### config.mk
export PLATFORM = sky130hd
export DESIGN_NAME = mem_stage_dual_flat
export DESIGN_NICKNAME = d
export VERILOG_FILES = /design/src/rtl/mem_stage_dual_if.sv /design/src/rtl/mem_stage_dual.sv /design/src/flat_wrapper.sv
export SDC_FILE = /design/constraint.sdc
export NUM_CORES = 1
export LEC_CHECK = 0
export CORE_AREA = 3 3 198 200
export CTS_CLUSTER_SIZE = 12
export DETAILED_ROUTE_END_ITERATION = 8
export DIE_AREA = 0 0 201 203
export HOLD_SLACK_MARGIN = 0.12
export SLEW_MARGIN = 20
export SYNTH_ARGS = -nofsm -noshare
export SYNTH_HDL_FRONTEND = slang
export SYNTH_SLANG_ARGS = --single-unit
### constraint.sdc
create_clock -name clk -period 3.9 [get_ports clk]
set_input_delay 0.39 -clock clk [delete_from_list [all_inputs] [get_ports clk]]
set_output_delay 0.39 -clock clk [all_outputs]
set_load 0.005 [all_outputs]
### src/rtl/mem_stage_dual_if.sv
// EX/MEM-to-WB bundle of the dual-issue MEM stage: both lanes' M inputs, data-memory port and W outputs.
// MisalignW exists only when MISALIGN_TRAP_EN is defined.
interface mem_stage_dual_if #(
  parameter int DMEM_AW = 10
);
  logic               FlushW_0, FlushW_1;
  logic               RegWriteM_0, RegWriteM_1;
  logic [1:0]         ResultSrcM_0, ResultSrcM_1;
  logic [2:0]         MemWriteM_0, MemWriteM_1;
  logic [2:0]         MemReadM_0, MemReadM_1;
  logic [31:0]        AluResultM_0, alu_outM_1;
  logic [4:0]         RdM_0, RdM_1;
  logic [31:0]        PcPlus4M_0, PcPlus4M_1;
  logic [31:0]        WriteDataM_0, WriteDataM_1;
  logic               StallM;
  logic               dmem_en;
  logic               dmem_we;
  logic [3:0]         dmem_wstrb;
  logic [DMEM_AW-1:0] dmem_addr;
  logic [31:0]        dmem_wdata;
  logic [31:0]        dmem_rdata;
  logic               RegWriteW_0, RegWriteW_1;
  logic [1:0]         ResultSrcW_0, ResultSrcW_1;
  logic [4:0]         RdW_0, RdW_1;
  logic [31:0]        PcPlus4W_0, PcPlus4W_1;
  logic [31:0]        AluResultW_0, AluResultW_1;
  logic [31:0]        ReadDataW_0, ReadDataW_1;
`ifdef MISALIGN_TRAP_EN
  logic [1:0]         MisalignW;
`endif

  // master: EX/MEM register plus data memory; slave: the MEM stage itself
  modport master (
    output FlushW_0, FlushW_1, RegWriteM_0, RegWriteM_1, ResultSrcM_0, ResultSrcM_1,
           MemWriteM_0, MemWriteM_1, MemReadM_0, MemReadM_1, AluResultM_0, alu_outM_1,
           RdM_0, RdM_1, PcPlus4M_0, PcPlus4M_1, WriteDataM_0, WriteDataM_1, dmem_rdata,
    input  StallM, dmem_en, dmem_we, dmem_wstrb, dmem_addr, dmem_wdata,
           RegWriteW_0, RegWriteW_1, ResultSrcW_0, ResultSrcW_1, RdW_0, RdW_1,
           PcPlus4W_0, PcPlus4W_1, AluResultW_0, AluResultW_1, ReadDataW_0, ReadDataW_1
`ifdef MISALIGN_TRAP_EN
    , input MisalignW
`endif
  );

  modport slave (
    input  FlushW_0, FlushW_1, RegWriteM_0, RegWriteM_1, ResultSrcM_0, ResultSrcM_1,
           MemWriteM_0, MemWriteM_1, MemReadM_0, MemReadM_1, AluResultM_0, alu_outM_1,
           RdM_0, RdM_1, PcPlus4M_0, PcPlus4M_1, WriteDataM_0, WriteDataM_1, dmem_rdata,
    output StallM, dmem_en, dmem_we, dmem_wstrb, dmem_addr, dmem_wdata,
           RegWriteW_0, RegWriteW_1, ResultSrcW_0, ResultSrcW_1, RdW_0, RdW_1,
           PcPlus4W_0, PcPlus4W_1, AluResultW_0, AluResultW_1, ReadDataW_0, ReadDataW_1
`ifdef MISALIGN_TRAP_EN
    , output MisalignW
`endif
  );
endinterface

### src/rtl/mem_stage_dual.sv
// MEM stage + MEM/WB register for both lanes; serializes dual memory ops on one dmem port (lane 0 first).
// Optional MISALIGN_TRAP_EN: trap misaligned accesses instead of forcing alignment.
module mem_stage_dual #(
  parameter int DMEM_AW = 10
) (
  input logic             clk,
  input logic             rst_n,
  mem_stage_dual_if.slave bus
);

  typedef enum logic {ONE, SECOND} state_e;
  typedef enum logic [1:0] {SZ_B, SZ_H, SZ_W, SZ_NONE} size_e;

  typedef struct packed {
    logic        rw;
    logic [1:0]  rs;
    logic [4:0]  rd;
    logic [31:0] pc;
    logic [31:0] alu;
    logic [31:0] rdat;
  } wlane_t;

  function automatic logic is_store(input logic [2:0] w);
    return (w == 3'b001) || (w == 3'b010) || (w == 3'b011);
  endfunction

  function automatic logic is_load(input logic [2:0] r);
    return (r >= 3'b001) && (r <= 3'b101);
  endfunction

  function automatic size_e op_size(input logic [2:0] w, input logic [2:0] r);
    if (w == 3'b001 || r == 3'b001 || r == 3'b100) return SZ_B;
    if (w == 3'b010 || r == 3'b010 || r == 3'b101) return SZ_H;
    if (w == 3'b011 || r == 3'b011)                return SZ_W;
    return SZ_NONE;
  endfunction

  // Effective byte offset: halves align to a[1], words to 0
  function automatic logic [1:0] eff_off(input size_e s, input logic [1:0] a);
    case (s)
      SZ_B:    return a;
      SZ_H:    return {a[1], 1'b0};
      default: return 2'b00;
    endcase
  endfunction

`ifdef MISALIGN_TRAP_EN
  function automatic logic misaligned(input size_e s, input logic [1:0] a);
    case (s)
      SZ_H:    return a[0];
      SZ_W:    return a != 2'b00;
      default: return 1'b0;
    endcase
  endfunction
`endif

  function automatic logic [3:0] store_strb(input logic [2:0] w, input logic [1:0] off);
    case (w)
      3'b001:  return 4'b0001 << off;
      3'b010:  return 4'b0011 << off;
      3'b011:  return 4'b1111;
      default: return 4'b0000;
    endcase
  endfunction

  function automatic logic [31:0] store_data(input logic [2:0] w, input logic [31:0] d);
    case (w)
      3'b001:  return {4{d[7:0]}};
      3'b010:  return {2{d[15:0]}};
      default: return d;
    endcase
  endfunction

  function automatic logic [31:0] load_fmt(input logic [2:0] r, input logic [1:0] off,
                                           input logic [31:0] rd);
    logic [31:0] sh;
    sh = rd >> {off, 3'b000};
    case (r)
      3'b001:  return {{24{sh[7]}}, sh[7:0]};
      3'b100:  return {24'h0, sh[7:0]};
      3'b010:  return {{16{sh[15]}}, sh[15:0]};
      3'b101:  return {16'h0, sh[15:0]};
      3'b011:  return rd;
      default: return 32'h0;
    endcase
  endfunction

  state_e             state_q, state_d;
  logic [31:0]        hold_q, hold_d;
  wlane_t [1:0]       w_q, w_d;
  logic [1:0][2:0]    mw, mr;
  logic [1:0][31:0]   addr, wd;
  logic [1:0]         memop;
  logic               sel, act, cap, stall, en, we;
  size_e              sz;
  logic [1:0]         off;
  logic [31:0]        rfmt, rd0, rd1;
  logic [3:0]         strb;
  logic [31:0]        wdata;
  logic [DMEM_AW-1:0] daddr;
`ifdef MISALIGN_TRAP_EN
  logic [1:0]         mis, mis_q, mis_d;
`endif

  assign mw   = {bus.MemWriteM_1, bus.MemWriteM_0};
  assign mr   = {bus.MemReadM_1, bus.MemReadM_0};
  assign addr = {bus.alu_outM_1, bus.AluResultM_0};
  assign wd   = {bus.WriteDataM_1, bus.WriteDataM_0};

  always_comb begin
    for (int i = 0; i < 2; i++) memop[i] = is_store(mw[i]) | is_load(mr[i]);
  end

`ifdef MISALIGN_TRAP_EN
  always_comb begin
    for (int i = 0; i < 2; i++) mis[i] = misaligned(op_size(mw[i], mr[i]), addr[i][1:0]);
  end
`endif

  always_comb begin
    state_d = state_q;
    hold_d  = hold_q;
    stall   = 1'b0;
    sel     = 1'b0;
    act     = 1'b0;
    cap     = 1'b0;
    unique case (state_q)
      ONE: begin
        sel = ~memop[0];
        act = memop[0] | memop[1];
        if (memop[0] & memop[1]) begin
          stall   = 1'b1;
          state_d = SECOND;
        end else begin
          cap = 1'b1;
        end
      end
      SECOND: begin
        // Flushing lane 1 cancels its access; lane 0's was already performed
        sel     = 1'b1;
        act     = memop[1] & ~bus.FlushW_1;
        cap     = 1'b1;
        state_d = ONE;
      end
    endcase

    sz    = op_size(mw[sel], mr[sel]);
    off   = eff_off(sz, addr[sel][1:0]);
    en    = act;
    rfmt  = load_fmt(mr[sel], off, bus.dmem_rdata);
`ifdef MISALIGN_TRAP_EN
    if (mis[sel]) begin
      if (is_store(mw[sel])) en = 1'b0;
      rfmt = 32'h0;
    end
`endif
    we    = en & is_store(mw[sel]);
    strb  = we ? store_strb(mw[sel], off) : 4'b0000;
    wdata = we ? store_data(mw[sel], wd[sel]) : 32'h0;
    daddr = act ? addr[sel][DMEM_AW+1:2] : '0;

    if (stall) hold_d = rfmt;
    rd0 = (state_q == SECOND) ? hold_q : (sel ? 32'h0 : rfmt);
    rd1 = sel ? rfmt : 32'h0;

    w_d = w_q;
    if (cap) begin
      w_d[0] = bus.FlushW_0 ? '0 : {bus.RegWriteM_0, bus.ResultSrcM_0, bus.RdM_0,
                                    bus.PcPlus4M_0, bus.AluResultM_0, rd0};
      w_d[1] = bus.FlushW_1 ? '0 : {bus.RegWriteM_1, bus.ResultSrcM_1, bus.RdM_1,
                                    bus.PcPlus4M_1, bus.alu_outM_1, rd1};
    end
`ifdef MISALIGN_TRAP_EN
    mis_d = mis_q;
    if (cap) mis_d = mis & ~{bus.FlushW_1, bus.FlushW_0};
`endif
  end

  always_ff @(posedge clk or negedge rst_n) begin
    if (!rst_n) begin
      state_q <= ONE;
      hold_q  <= '0;
      w_q     <= '0;
`ifdef MISALIGN_TRAP_EN
      mis_q   <= '0;
`endif
    end else begin
      state_q <= state_d;
      hold_q  <= hold_d;
      w_q     <= w_d;
`ifdef MISALIGN_TRAP_EN
      mis_q   <= mis_d;
`endif
    end
  end

  // Upstream is never held while the stage sits in reset
  assign bus.StallM       = stall & rst_n;
  assign bus.dmem_en      = en;
  assign bus.dmem_we      = we;
  assign bus.dmem_wstrb   = strb;
  assign bus.dmem_addr    = daddr;
  assign bus.dmem_wdata   = wdata;
  assign bus.RegWriteW_0  = w_q[0].rw;
  assign bus.ResultSrcW_0 = w_q[0].rs;
  assign bus.RdW_0        = w_q[0].rd;
  assign bus.PcPlus4W_0   = w_q[0].pc;
  assign bus.AluResultW_0 = w_q[0].alu;
  assign bus.ReadDataW_0  = w_q[0].rdat;
  assign bus.RegWriteW_1  = w_q[1].rw;
  assign bus.ResultSrcW_1 = w_q[1].rs;
  assign bus.RdW_1        = w_q[1].rd;
  assign bus.PcPlus4W_1   = w_q[1].pc;
  assign bus.AluResultW_1 = w_q[1].alu;
  assign bus.ReadDataW_1  = w_q[1].rdat;
`ifdef MISALIGN_TRAP_EN
  assign bus.MisalignW    = mis_q;
`endif

endmodule

### src/flat_wrapper.sv
// flat-port wrapper written by rule: the top's interface ports become plain ports
module mem_stage_dual_flat 
#(
  parameter int DMEM_AW = 10
)
  (clk, rst_n, bus_FlushW_0, bus_FlushW_1, bus_RegWriteM_0, bus_RegWriteM_1, bus_ResultSrcM_0, bus_ResultSrcM_1, bus_MemWriteM_0, bus_MemWriteM_1, bus_MemReadM_0, bus_MemReadM_1, bus_AluResultM_0, bus_alu_outM_1, bus_RdM_0, bus_RdM_1, bus_PcPlus4M_0, bus_PcPlus4M_1, bus_WriteDataM_0, bus_WriteDataM_1, bus_dmem_rdata, bus_StallM, bus_dmem_en, bus_dmem_we, bus_dmem_wstrb, bus_dmem_addr, bus_dmem_wdata, bus_RegWriteW_0, bus_RegWriteW_1, bus_ResultSrcW_0, bus_ResultSrcW_1, bus_RdW_0, bus_RdW_1, bus_PcPlus4W_0, bus_PcPlus4W_1, bus_AluResultW_0, bus_AluResultW_1, bus_ReadDataW_0, bus_ReadDataW_1);
  mem_stage_dual_if #(.DMEM_AW(DMEM_AW)) bus_i ();
  input logic clk;
  input logic rst_n;
  input wire logic [$bits(bus_i.FlushW_0)-1:0] bus_FlushW_0;
  input wire logic [$bits(bus_i.FlushW_1)-1:0] bus_FlushW_1;
  input wire logic [$bits(bus_i.RegWriteM_0)-1:0] bus_RegWriteM_0;
  input wire logic [$bits(bus_i.RegWriteM_1)-1:0] bus_RegWriteM_1;
  input wire logic [$bits(bus_i.ResultSrcM_0)-1:0] bus_ResultSrcM_0;
  input wire logic [$bits(bus_i.ResultSrcM_1)-1:0] bus_ResultSrcM_1;
  input wire logic [$bits(bus_i.MemWriteM_0)-1:0] bus_MemWriteM_0;
  input wire logic [$bits(bus_i.MemWriteM_1)-1:0] bus_MemWriteM_1;
  input wire logic [$bits(bus_i.MemReadM_0)-1:0] bus_MemReadM_0;
  input wire logic [$bits(bus_i.MemReadM_1)-1:0] bus_MemReadM_1;
  input wire logic [$bits(bus_i.AluResultM_0)-1:0] bus_AluResultM_0;
  input wire logic [$bits(bus_i.alu_outM_1)-1:0] bus_alu_outM_1;
  input wire logic [$bits(bus_i.RdM_0)-1:0] bus_RdM_0;
  input wire logic [$bits(bus_i.RdM_1)-1:0] bus_RdM_1;
  input wire logic [$bits(bus_i.PcPlus4M_0)-1:0] bus_PcPlus4M_0;
  input wire logic [$bits(bus_i.PcPlus4M_1)-1:0] bus_PcPlus4M_1;
  input wire logic [$bits(bus_i.WriteDataM_0)-1:0] bus_WriteDataM_0;
  input wire logic [$bits(bus_i.WriteDataM_1)-1:0] bus_WriteDataM_1;
  input wire logic [$bits(bus_i.dmem_rdata)-1:0] bus_dmem_rdata;
  output wire logic [$bits(bus_i.StallM)-1:0] bus_StallM;
  output wire logic [$bits(bus_i.dmem_en)-1:0] bus_dmem_en;
  output wire logic [$bits(bus_i.dmem_we)-1:0] bus_dmem_we;
  output wire logic [$bits(bus_i.dmem_wstrb)-1:0] bus_dmem_wstrb;
  output wire logic [$bits(bus_i.dmem_addr)-1:0] bus_dmem_addr;
  output wire logic [$bits(bus_i.dmem_wdata)-1:0] bus_dmem_wdata;
  output wire logic [$bits(bus_i.RegWriteW_0)-1:0] bus_RegWriteW_0;
  output wire logic [$bits(bus_i.RegWriteW_1)-1:0] bus_RegWriteW_1;
  output wire logic [$bits(bus_i.ResultSrcW_0)-1:0] bus_ResultSrcW_0;
  output wire logic [$bits(bus_i.ResultSrcW_1)-1:0] bus_ResultSrcW_1;
  output wire logic [$bits(bus_i.RdW_0)-1:0] bus_RdW_0;
  output wire logic [$bits(bus_i.RdW_1)-1:0] bus_RdW_1;
  output wire logic [$bits(bus_i.PcPlus4W_0)-1:0] bus_PcPlus4W_0;
  output wire logic [$bits(bus_i.PcPlus4W_1)-1:0] bus_PcPlus4W_1;
  output wire logic [$bits(bus_i.AluResultW_0)-1:0] bus_AluResultW_0;
  output wire logic [$bits(bus_i.AluResultW_1)-1:0] bus_AluResultW_1;
  output wire logic [$bits(bus_i.ReadDataW_0)-1:0] bus_ReadDataW_0;
  output wire logic [$bits(bus_i.ReadDataW_1)-1:0] bus_ReadDataW_1;
  assign bus_i.FlushW_0 = bus_FlushW_0;
  assign bus_i.FlushW_1 = bus_FlushW_1;
  assign bus_i.RegWriteM_0 = bus_RegWriteM_0;
  assign bus_i.RegWriteM_1 = bus_RegWriteM_1;
  assign bus_i.ResultSrcM_0 = bus_ResultSrcM_0;
  assign bus_i.ResultSrcM_1 = bus_ResultSrcM_1;
  assign bus_i.MemWriteM_0 = bus_MemWriteM_0;
  assign bus_i.MemWriteM_1 = bus_MemWriteM_1;
  assign bus_i.MemReadM_0 = bus_MemReadM_0;
  assign bus_i.MemReadM_1 = bus_MemReadM_1;
  assign bus_i.AluResultM_0 = bus_AluResultM_0;
  assign bus_i.alu_outM_1 = bus_alu_outM_1;
  assign bus_i.RdM_0 = bus_RdM_0;
  assign bus_i.RdM_1 = bus_RdM_1;
  assign bus_i.PcPlus4M_0 = bus_PcPlus4M_0;
  assign bus_i.PcPlus4M_1 = bus_PcPlus4M_1;
  assign bus_i.WriteDataM_0 = bus_WriteDataM_0;
  assign bus_i.WriteDataM_1 = bus_WriteDataM_1;
  assign bus_i.dmem_rdata = bus_dmem_rdata;
  assign bus_StallM = bus_i.StallM;
  assign bus_dmem_en = bus_i.dmem_en;
  assign bus_dmem_we = bus_i.dmem_we;
  assign bus_dmem_wstrb = bus_i.dmem_wstrb;
  assign bus_dmem_addr = bus_i.dmem_addr;
  assign bus_dmem_wdata = bus_i.dmem_wdata;
  assign bus_RegWriteW_0 = bus_i.RegWriteW_0;
  assign bus_RegWriteW_1 = bus_i.RegWriteW_1;
  assign bus_ResultSrcW_0 = bus_i.ResultSrcW_0;
  assign bus_ResultSrcW_1 = bus_i.ResultSrcW_1;
  assign bus_RdW_0 = bus_i.RdW_0;
  assign bus_RdW_1 = bus_i.RdW_1;
  assign bus_PcPlus4W_0 = bus_i.PcPlus4W_0;
  assign bus_PcPlus4W_1 = bus_i.PcPlus4W_1;
  assign bus_AluResultW_0 = bus_i.AluResultW_0;
  assign bus_AluResultW_1 = bus_i.AluResultW_1;
  assign bus_ReadDataW_0 = bus_i.ReadDataW_0;
  assign bus_ReadDataW_1 = bus_i.ReadDataW_1;
  mem_stage_dual #(.DMEM_AW(DMEM_AW)) u_core (.clk(clk), .rst_n(rst_n), .bus(bus_i));
endmodule
==> results of run 1 <==
-- cells by family (layout without fill, tap and decap cells) --
logic type	count (synthesis)	count (layout)	synth area share, %
AO/OA/AOI/OAI	402	402	20.6
XOR/XNOR	4	4	0.291
buffers and inverters	99	600	3.40
flip-flops	241	241	50.2
multiplexers	42	42	3.68
other	0	6	0
AND/OR/NAND/NOR	549	549	21.8
-- worst paths after layout --
check	end	slack, ns
worst max-delay path	bus_dmem_wdata[28]	0.24
worst min-delay path	u_core.bus.AluResultW_0[26]	0.33
worst max register to register	u_core.hold_q[26]	0.75
worst min register to register	u_core.bus.ReadDataW_1[1]	0.47
max in group asynchronous	u_core.bus.AluResultW_1[28]	2.37
min in group clk	u_core.bus.PcPlus4W_1[25]	0.40
-- per-stage QoR --
stage / std cells / utilization, % / total power, uW
final: 2355 / 49.9 / 9110
after global placement: 2302 / 47.3 / 6430
after detailed placement: 2302 / 47.3 / 6470
after global routing: 2354 / 49.8 / 9610
after floorplan: 1337 / - / 4590
after CTS: 2349 / 49.8 / 9230
-- metal layers --
layer | GRT usage (%) | wire length (um)
met1 | 26.7 | 18700
met2 | 39.7 | 23700
met3 | 7.20 | 4150
met4 | 9.41 | 1760
met5 | 0 | 0
-- where the power goes --
part           internal (uW)  total (uW)  switching (uW)
clock                   1650        2710            1060
sequential              3030        3330             301
combinational           1610        3070            1450
-- repair_timing --
item                                   4_1_cts  5_1_grt
endpoints found under the hold margin       40        0
setup endpoints to repair                    0        2
hold buffers                                 1        0
gates resized for setup                      0        1
-- area by class of cell --
| class | instances | area (um2) | area share [%] |
|---|---|---|---|
| multi-input combinational | 997 | 5630 | 30.1 |
| timing repair buffer | 551 | 5470 | 29.2 |
| clock inverter | 9 | 123 | 0.655 |
| inverter | 3 | 11.3 | 0.0601 |
| sequential | 241 | 6030 | 32.2 |
| clock buffer | 37 | 816 | 4.35 |
| tap | 511 | 639 | 3.41 |
| antenna | 6 | 15.0 | 0.0801 |
-- sequential cells by signal (all words and copies together), names as in the netlist --
register                 count
u_core.bus.AluResultW_0     32
u_core.bus.AluResultW_1     32
u_core.bus.PcPlus4W_0       32
u_core.bus.PcPlus4W_1       32
u_core.bus.ReadDataW_0      32
u_core.bus.ReadDataW_1      32
u_core.hold_q               32
u_core.bus.RdW_0             5
u_core.bus.RdW_1             5
u_core.bus.ResultSrcW_0      2
u_core.bus.ResultSrcW_1      2
u_core.bus.RegWriteW_0       1
u_core.bus.RegWriteW_1       1
u_core.state_q               1
-- layout by cell type, fill, tap and decap left out, types with 17 or more instances in the layout --
cell type        synthesis  layout
dfrtp_1                241     241
a22oi_1                 17      17
nor2b_1                 20      19
nor2_1                  82      81
clkdlybuf4s50_1          0     509
a22o_1                  36      36
a21o_1                  20      20
buf_4                    2      34
clkbuf_16                0      29
o21ai_0                180     179
mux2i_1                 36      34
nand2_1                250     250
a21oi_1                 71      70
nand2b_1               152     152
==> impl_metrics.csv, run 1 <==
group,metric,value,unit
status,outcome,"finished clean",
clocking,cts-root-buf,"clkbuf_16",
placement,gp_congestion,0.859,
job,cap_violations,0,
worst_setup_path,worstRegToRegCells,8,
logic_synthesis,ys_top_cells_by_area,"dfrtp_1, nand2b_1, nand2_1",
logic_synthesis,ys_warn_count,0,
sta,rsz0062_at_grt,"no",
sta,tightest_slew,0.952,ns
sta,relSlewSlack,36.4,%
global_routing,grt_usage,23.0,%
die,rows,71,
pwr,power_leakage,0.00793,uW
sta,setup_viol,0,
sta,hold_ws,0.331,ns
pwr,ir_drop,0.299,mV
worst_setup_path,cp_top_family,"buffers and inverters",
route,remaining_drc_errors,0,
route,drt-pass1-iter-count,5,
worst_setup_path,cp.depth,9,
clocking,post_cts_buffers,0,
die,ios,513,
global_routing,grt_max_degree,157,
clocking,cts.sinks,241,
die,die_w,201,um
clocking,cts_made_buffers,28,
pwr,p_per_area,486,nW/um2
die,fp.dieArea,40800,um2
die,start_util,32.0,%
sta,clock.fmax,273,MHz
die,core,37600,um2
clocking,cts_tree,"done",
finish,fillers,3600,
finish,drive_gt1_share,5.77,%
logic_synthesis,yosysMostFrequentCell,"nand2_1",
sta,timing.final.ws_setup,0.235,ns
logic_synthesis,synth_top_flop_cell,"dfrtp_1",
logic_synthesis,yosys-top-cells-count,"nand2_1, dfrtp_1, o21ai_0",
worst_setup_path,crit_fanout,33,
placement,io_buffer_count,512,
hold_path,min_path_type,"input port to async pin",
sta,hold_viol_final,0,
worst_setup_path,crit_top_cell,"nor2_1",
worst_setup_path,cp_slowest_cell,"mux2i_1",
placement,hpwl,36.1,mm
worst_setup_path,arrival,3.27,ns
worst_setup_path,worstReg2RegStart,"u_core.state_q",
logic_synthesis,syn-num-nets,1593,
global_routing,grt_overflow,0,
worst_setup_path,worst-path-buf-inv,3,
logic_synthesis,postSynthAreaPerCell,8.99,um2
logic_synthesis,synth_seq_cells,241,
sta,drv_slew,0,
worst_setup_path,endpoint_kind,"output port",
placement,placed_area,17800,um2
sta,tns,0,ns
route,wl,48.3,mm
logic_synthesis,netlist_instances,1337,
die,die_h,203,um
worst_setup_path,crit_start,"bus_MemWriteM_0[0]",
route,routedWlPerCell,20.5,um
worst_setup_path,path_class,"input port to output port",
route,via_per_inst,4.91,
logic_synthesis,ys_async_sr_fraction,100,%
finish,final_area,18700,um2
logic_synthesis,synth_top_area_share,50.2,%
finish,area_growth,55.8,%
placement,post-place-ws,0.255,ns
global_routing,grt_pass1_wl,73.7,mm
clocking,clock_latency,0.55,ns
global_routing,grt_pass1_vias,12051,
worst_setup_path,cpPeakStageDelay,0.59,ns
logic_synthesis,ys_seq_area_share,50.2,%
clocking,clockBufferDepth,3,
route,ant_nets,0,
sta,timing.final.crit_share,94.0,%
clocking,htreeDepth,1,
logic_synthesis,ys_types,55,
route,vias,11561,
clocking,cts.reportedPaths.clkPinSlew,0.06,ns
worst_setup_path,startpoint_type,"input port",
sta,finClkSkew,0.00525,ns
worst_setup_path,cp_cell_sequence,"clkdlybuf4s50_1, nor2_1, o22a_2, buf_12, mux2i_1, o22ai_1, nor2_1, nor2_1, clkdlybuf4s50_1",
logic_synthesis,netlist_area,12000,um2
finish,nets,2078,
route,drtIter0Drc,791,
global_routing,antenna_found_initial,6,
sta,fin_crit,3.66,ns
logic_synthesis,synth_edf_count,0,
logic_synthesis,yosys.area.top_type,"dfrtp_1",
worst_setup_path,worstPathRequired,3.51,ns
(Power assumes the default switching activity.)
==> inputs of run 2 (changes only) <==
--- a/config.mk
+++ b/config.mk
@@ -5,10 +5,10 @@
 export SDC_FILE = /design/constraint.sdc
 export NUM_CORES = 1
 export LEC_CHECK = 0
-export CORE_AREA = 3 3 198 200
+export CORE_AREA = 3 3 201 203
 export CTS_CLUSTER_SIZE = 12
 export DETAILED_ROUTE_END_ITERATION = 8
-export DIE_AREA = 0 0 201 203
+export DIE_AREA = 0 0 204 206
 export HOLD_SLACK_MARGIN = 0.12
 export SLEW_MARGIN = 20
 export SYNTH_ARGS = -nofsm -noshare
==> constraint.sdc (replaced) <==
create_clock -name clk -period 4.7 [get_ports clk]
set_input_delay 0.47 -clock clk [delete_from_list [all_inputs] [get_ports clk]]
set_output_delay 0.47 -clock clk [all_outputs]
set_load 0.005 [all_outputs]
==> impl_metrics.csv, run 2 (synthesis gave the netlist of run 1 again) <==
group,metric,value,unit
status,outcome,"finished clean",
finish,area_growth,54.4,%
route,vias,11735,
sta,relSlewSlack,29.4,%
sta,tns,0,ns
global_routing,antenna_found_initial,3,
global_routing,grt_max_degree,147,
clocking,post_cts_buffers,0,
hold_path,min_path_type,"input port to async pin",
die,core,38600,um2
sta,drv_slew,0,
placement,hpwl,36.9,mm
pwr,ir_drop,0.206,mV
sta,rsz0062_at_grt,"no",
global_routing,grt_usage,22.6,%
route,route.met2.wl,24.3,mm
die,die_w,204,um
die,fp.dieArea,42000,um2
die,die_h,206,um
worst_setup_path,endpoint_kind,"output port",
finish,most-common-layout-cells,"clkdlybuf4s50_1, nand2_1, dfrtp_1",
sta,fin_crit,4.17,ns
die,start_util,31.1,%
finish,utilization,48.0,%
worst_setup_path,timing.rr.end,"u_core.bus.ReadDataW_0[14]",
finish,drive_gt1_share,4.82,%
clocking,cts-root-buf,"clkbuf_16",
route,wl,49.3,mm
clocking,cts_made_buffers,26,
clocking,htreeDepth,1,
sta,tightest_slew,1.06,ns
worst_setup_path,cp_cell_sequence,"clkdlybuf4s50_1, a21o_1, o22a_2, buf_4, mux2i_1, nor2b_1, a211oi_1, clkdlybuf4s50_1",
finish,nets,2063,
worst_setup_path,worstRegToRegCells,7,
route,drt-pass1-iter-count,7,
worst_setup_path,r2r_setup_slack,1.06,ns
clocking,clockBufferDepth,3,
placement,io_buffer_count,512,
placement,placed_cells,2296,
global_routing,grt_overflow,0,
clocking,holdBufCountCts,1,
clocking,cts.sinks,241,
finish,final_common_cell,"clkdlybuf4s50_1",
route,drtIter0Drc,695,
global_routing,grt_pass1_vias,11910,
worst_setup_path,crit_top_cell,"clkdlybuf4s50_1",
route,top_layer,"met5",
finish,fillers,3703,
worst_setup_path,cpPeakStageDelay,0.69,ns
worst_setup_path,worst-path-buf-inv,3,
worst_setup_path,arrival,3.70,ns
finish,regArea,6030,um2
route,remaining_drc_errors,0,
pwr,fin_total_pwr,7440,uW
worst_setup_path,worstPathRequired,4.23,ns
die,rows,72,
route,via_per_inst,5.01,
route,met1_length,19.7,mm
die,ios,513,
global_routing,grt_pass1_wl,73.5,mm
clocking,cts.reportedPaths.clkPinSlew,0.06,ns
route,routed-wl-met3,3.88,mm
pwr,p_per_area,401,nW/um2
sta,timing.final.crit_share,88.7,%
sta,clock.fmax,240,MHz
sta,hold_viol_final,0,
route,routedWlPerCell,21.0,um
worst_setup_path,cp_slowest_cell,"clkdlybuf4s50_1",
clocking,cts_tree,"done",
worst_setup_path,startpoint_type,"input port",
job,cap_violations,0,
sta,setup_viol,0,
clocking,cts_resized,0,
pwr,power_leakage,0.00784,uW
clocking,clock_latency,0.54,ns
worst_setup_path,cp_top_family,"buffers and inverters",
worst_setup_path,crit_fanout,33,
worst_setup_path,worstReg2RegStart,"u_core.state_q",
finish,multi_input_area,5640,um2
finish,diodes,0,
route,ant_nets,0,
placement,gp_congestion,0.957,
finish,layout.cells.non_filler,2342,
worst_setup_path,path_class,"input port to output port",
sta,finClkSkew,0.0188,ns
## run 2: worst reg2reg max path, stage by stage, from the launching register on
cell and delay (ns):
dfrtp_1 0.50, or2_1 0.33, o22ai_4 0.62, mux2i_1 0.74
a21boi_1 0.61, a221o_1 0.27, o21ai_0 0.24, o211ai_1 0.26
## run 2: through the flow
step | hold slack (ns) | worst slack, ns | instance area (um2)
2_1_floorplan | 0.174 | 1.77 | 12000
3_3_place_gp | 0.410 | 0.580 | 17700
3_5_place_dp | 0.413 | 0.471 | 17700
4_1_cts | 0.427 | 0.455 | 18600
5_1_grt | 0.450 | 0.314 | 18600
6_report | 0.428 | 0.529 | 18600
## run 2: power breakdown
part	switching [uW]	internal, uW	total [uW]
Sequential	258	2520	2770
Clock	844	1290	2140
Combinational	1210	1320	2520
## run 2: area by class of cell
type                            instances  area share (%)
Inverter                                3          0.0607
Multi-Input combinational cell        997            30.4
Sequential cell                       241            32.5
Clock buffer                           42            4.43
Tap cell                              518            3.49
Clock inverter                          3           0.351
Timing Repair Buffer                  538            28.8
## run 2: how the worst max path moves through the flow
stage	startpoint	to	slack [ns]	cells past startpoint
3_3_place_gp	bus_MemWriteM_0[1]	bus_dmem_wdata[8]	0.58	8
3_5_place_dp	bus_MemReadM_0[1]	bus_dmem_wstrb[1]	0.47	8
2_1_floorplan	bus_MemReadM_0[1]	u_core.hold_q[15]	1.77	9
5_1_grt	bus_MemReadM_0[1]	bus_dmem_wdata[12]	0.31	8
6_report	bus_MemReadM_0[1]	bus_dmem_wdata[8]	0.53	8
4_1_cts	u_core.state_q	bus_dmem_wstrb[1]	0.46	7
## run 2: metal layers
metal / up-vias / global-route usage [%]
met5: - / 0
met4: 2 / 6.96
met3: 83 / 5.34
met2: 486 / 39.8
met1: 5610 / 27.4
li1: 5554 / -
==> inputs of run 3 (changes only) <==
--- a/config.mk
+++ b/config.mk
@@ -5,10 +5,12 @@
 export SDC_FILE = /design/constraint.sdc
 export NUM_CORES = 1
 export LEC_CHECK = 0
-export CORE_AREA = 3 3 201 203
+export ABC_CLOCK_PERIOD_IN_PS = 4700
+export CORE_AREA = 3 3 197 199
 export CTS_CLUSTER_SIZE = 12
 export DETAILED_ROUTE_END_ITERATION = 8
-export DIE_AREA = 0 0 204 206
+export DIE_AREA = 0 0 200 202
+export DONT_BUFFER_PORTS = 1
 export HOLD_SLACK_MARGIN = 0.12
 export SLEW_MARGIN = 20
 export SYNTH_ARGS = -nofsm -noshare
==> impl_metrics.csv, run 3 (synthesis gave the netlist of run 1 again) <==
group,metric,value,unit
sta,rsz0062_at_grt,"no",
worst_setup_path,endpoint_kind,"output port",
sta,setup_viol,0,
worst_setup_path,worstPathRequired,4.23,ns
finish,nets,1715,
sta,drv_slew,0,
clocking,cts_resized,0,
sta,timing.final.ws_setup,1.09,ns
global_routing,grt_overflow,0,
hold_path,min_path_type,"input port to async pin",
worst_setup_path,r2r_setup_slack,1.21,ns
global_routing,grt_pass1_wl,65.7,mm
finish,drive_gt1_share,5.42,%
die,die_w,200,um
route,routedWlPerCell,22.7,um
clocking,clock_latency,0.56,ns
route,ant_nets,0,
global_routing,grt_max_degree,243,
clocking,htreeDepth,1,
status,outcome,"finished, violations left",
worst_setup_path,startpoint_type,"register",
placement,io_buffer_count,0,
route,drt-pass1-iter-count,7,
finish,multi_input_area,5640,um2
global_routing,antenna_found_initial,4,
finish,final_common_cell,"nand2_1",
die,die_h,202,um
sta,clock.fmax,277,MHz
die,fp.dieArea,40400,um2
die,core,37400,um2
route,via_per_inst,5.37,
sta,hold_viol_final,241,
worst_setup_path,cp_slowest_cell,"buf_4",
sta,finClkSkew,0.0342,ns
placement,gp_congestion,0.859,
worst_setup_path,crit_fanout,46,
worst_setup_path,arrival,3.14,ns
worst_setup_path,path_class,"register to output port",
job,cap_violations,0,
worst_setup_path,cp_cell_sequence,"or2_1, o22a_2, buf_4, mux2i_1, nand2_1, and3_1",
pwr,power_leakage,0.00656,uW
finish,regArea,6030,um2
sta,relSlewSlack,28.8,%
sta,tightest_slew,1.06,ns
global_routing,grt_pass1_vias,10892,
worst_setup_path,cp_top_family,"simple AND/OR/NAND/NOR gates",
sta,tns,0,ns
clocking,cts.reportedPaths.clkPinSlew,0.07,ns
placement,placed_area,12500,um2
sta,hold_ws,-0.382,ns
route,vias,10691,
clocking,cts.sinks,241,
clocking,cts-root-buf,"clkbuf_16",
worst_setup_path,worstRegToRegCells,9,
worst_setup_path,crit_start,"u_core.state_q",
die,ios,513,
placement,hpwl,31.1,mm
clocking,cts_made_buffers,27,
worst_setup_path,worst-path-buf-inv,1,
pwr,p_per_area,427,nW/um2
finish,most-common-layout-cells,"nand2_1, dfrtp_1, o21ai_0",
pwr,ir_drop,0.236,mV
finish,area_growth,25.5,%
die,start_util,32.2,%
finish,fillers,3629,
worst_setup_path,timing.rr.end,"u_core.bus.ReadDataW_1[18]",
placement,post-place-ws,1.15,ns
global_routing,grt_usage,21.0,%
clocking,clockBufferDepth,3,
worst_setup_path,worstReg2RegStart,"u_core.state_q",
status,violations,"negative hold slack",
sta,fin_crit,3.61,ns
route,wl,45.1,mm
clocking,cts_tree,"done",
finish,final_area,15100,um2
die,rows,71,
route,drtIter0Drc,772,
route,remaining_drc_errors,0,
worst_setup_path,cpPeakStageDelay,0.58,ns
sta,timing.final.crit_share,76.9,%
run 3: worst reg2reg max path: cells and delay by family (launching register included):
kind            cells  cell delay, ns
flops               1            0.46
compound gates      4            1.29
simple gates        1            0.32
buf+inv             2            0.59
mux                 2            0.71
run 3: metrics by stage:
| step | instances | hold slack, ns | utilization [%] | power [uW] |
|---|---|---|---|---|
| 2_1_floorplan | 1337 | 0.174 | - | 3810 |
| 3_3_place_gp | 1770 | 0.182 | 33.4 | 4210 |
| 3_5_place_dp | 1770 | 0.179 | 33.5 | 4250 |
| 4_1_cts | 1985 | -0.403 | 40.2 | 6470 |
| 5_1_grt | 1990 | -0.408 | 40.3 | 6780 |
| 6_report | 1991 | -0.382 | 40.3 | 6440 |
run 3: repair_timing:
action	in CTS	in global routing
hold endpoints to repair	405	242
hold buffers	168	2
buffers inserted	0	0
run 3: per-layer routing:
layer	vias up	routed length [um]	global-route usage, %
met1	5132	16300	23.1
li1	4850	-	-
met5	-	13	0
met2	581	22000	36.5
met3	126	4610	6.63
met4	2	2190	9.92
run 3: worst max path at each step:
stage	cells past startpoint	slack, ns	endpoint
6_report	6	1.09	bus_dmem_wdata[16]
3_5_place_dp	9	1.15	bus_dmem_wdata[22]
2_1_floorplan	9	1.77	u_core.hold_q[15]
3_3_place_gp	9	1.23	bus_dmem_wdata[22]
4_1_cts	6	1.11	bus_dmem_wdata[16]
5_1_grt	9	0.93	u_core.bus.ReadDataW_0[2]
run 3: cell type report:
class	instances	area share, %
repair buffers	189	12.6
well taps	511	4.24
multi-input cells	997	37.4
diodes	3	0.0497
clock buffers	40	5.20
inverters	3	0.0746
clock inverters	7	0.448
flip-flops and latches	241	40.0
run 3: power by group:
part           switching, uW  total [uW]  internal (uW)
Clock                    872        2070           1200
Combinational            856        1450            590
Sequential               404        2920           2520
Total                   2130        6440           4310
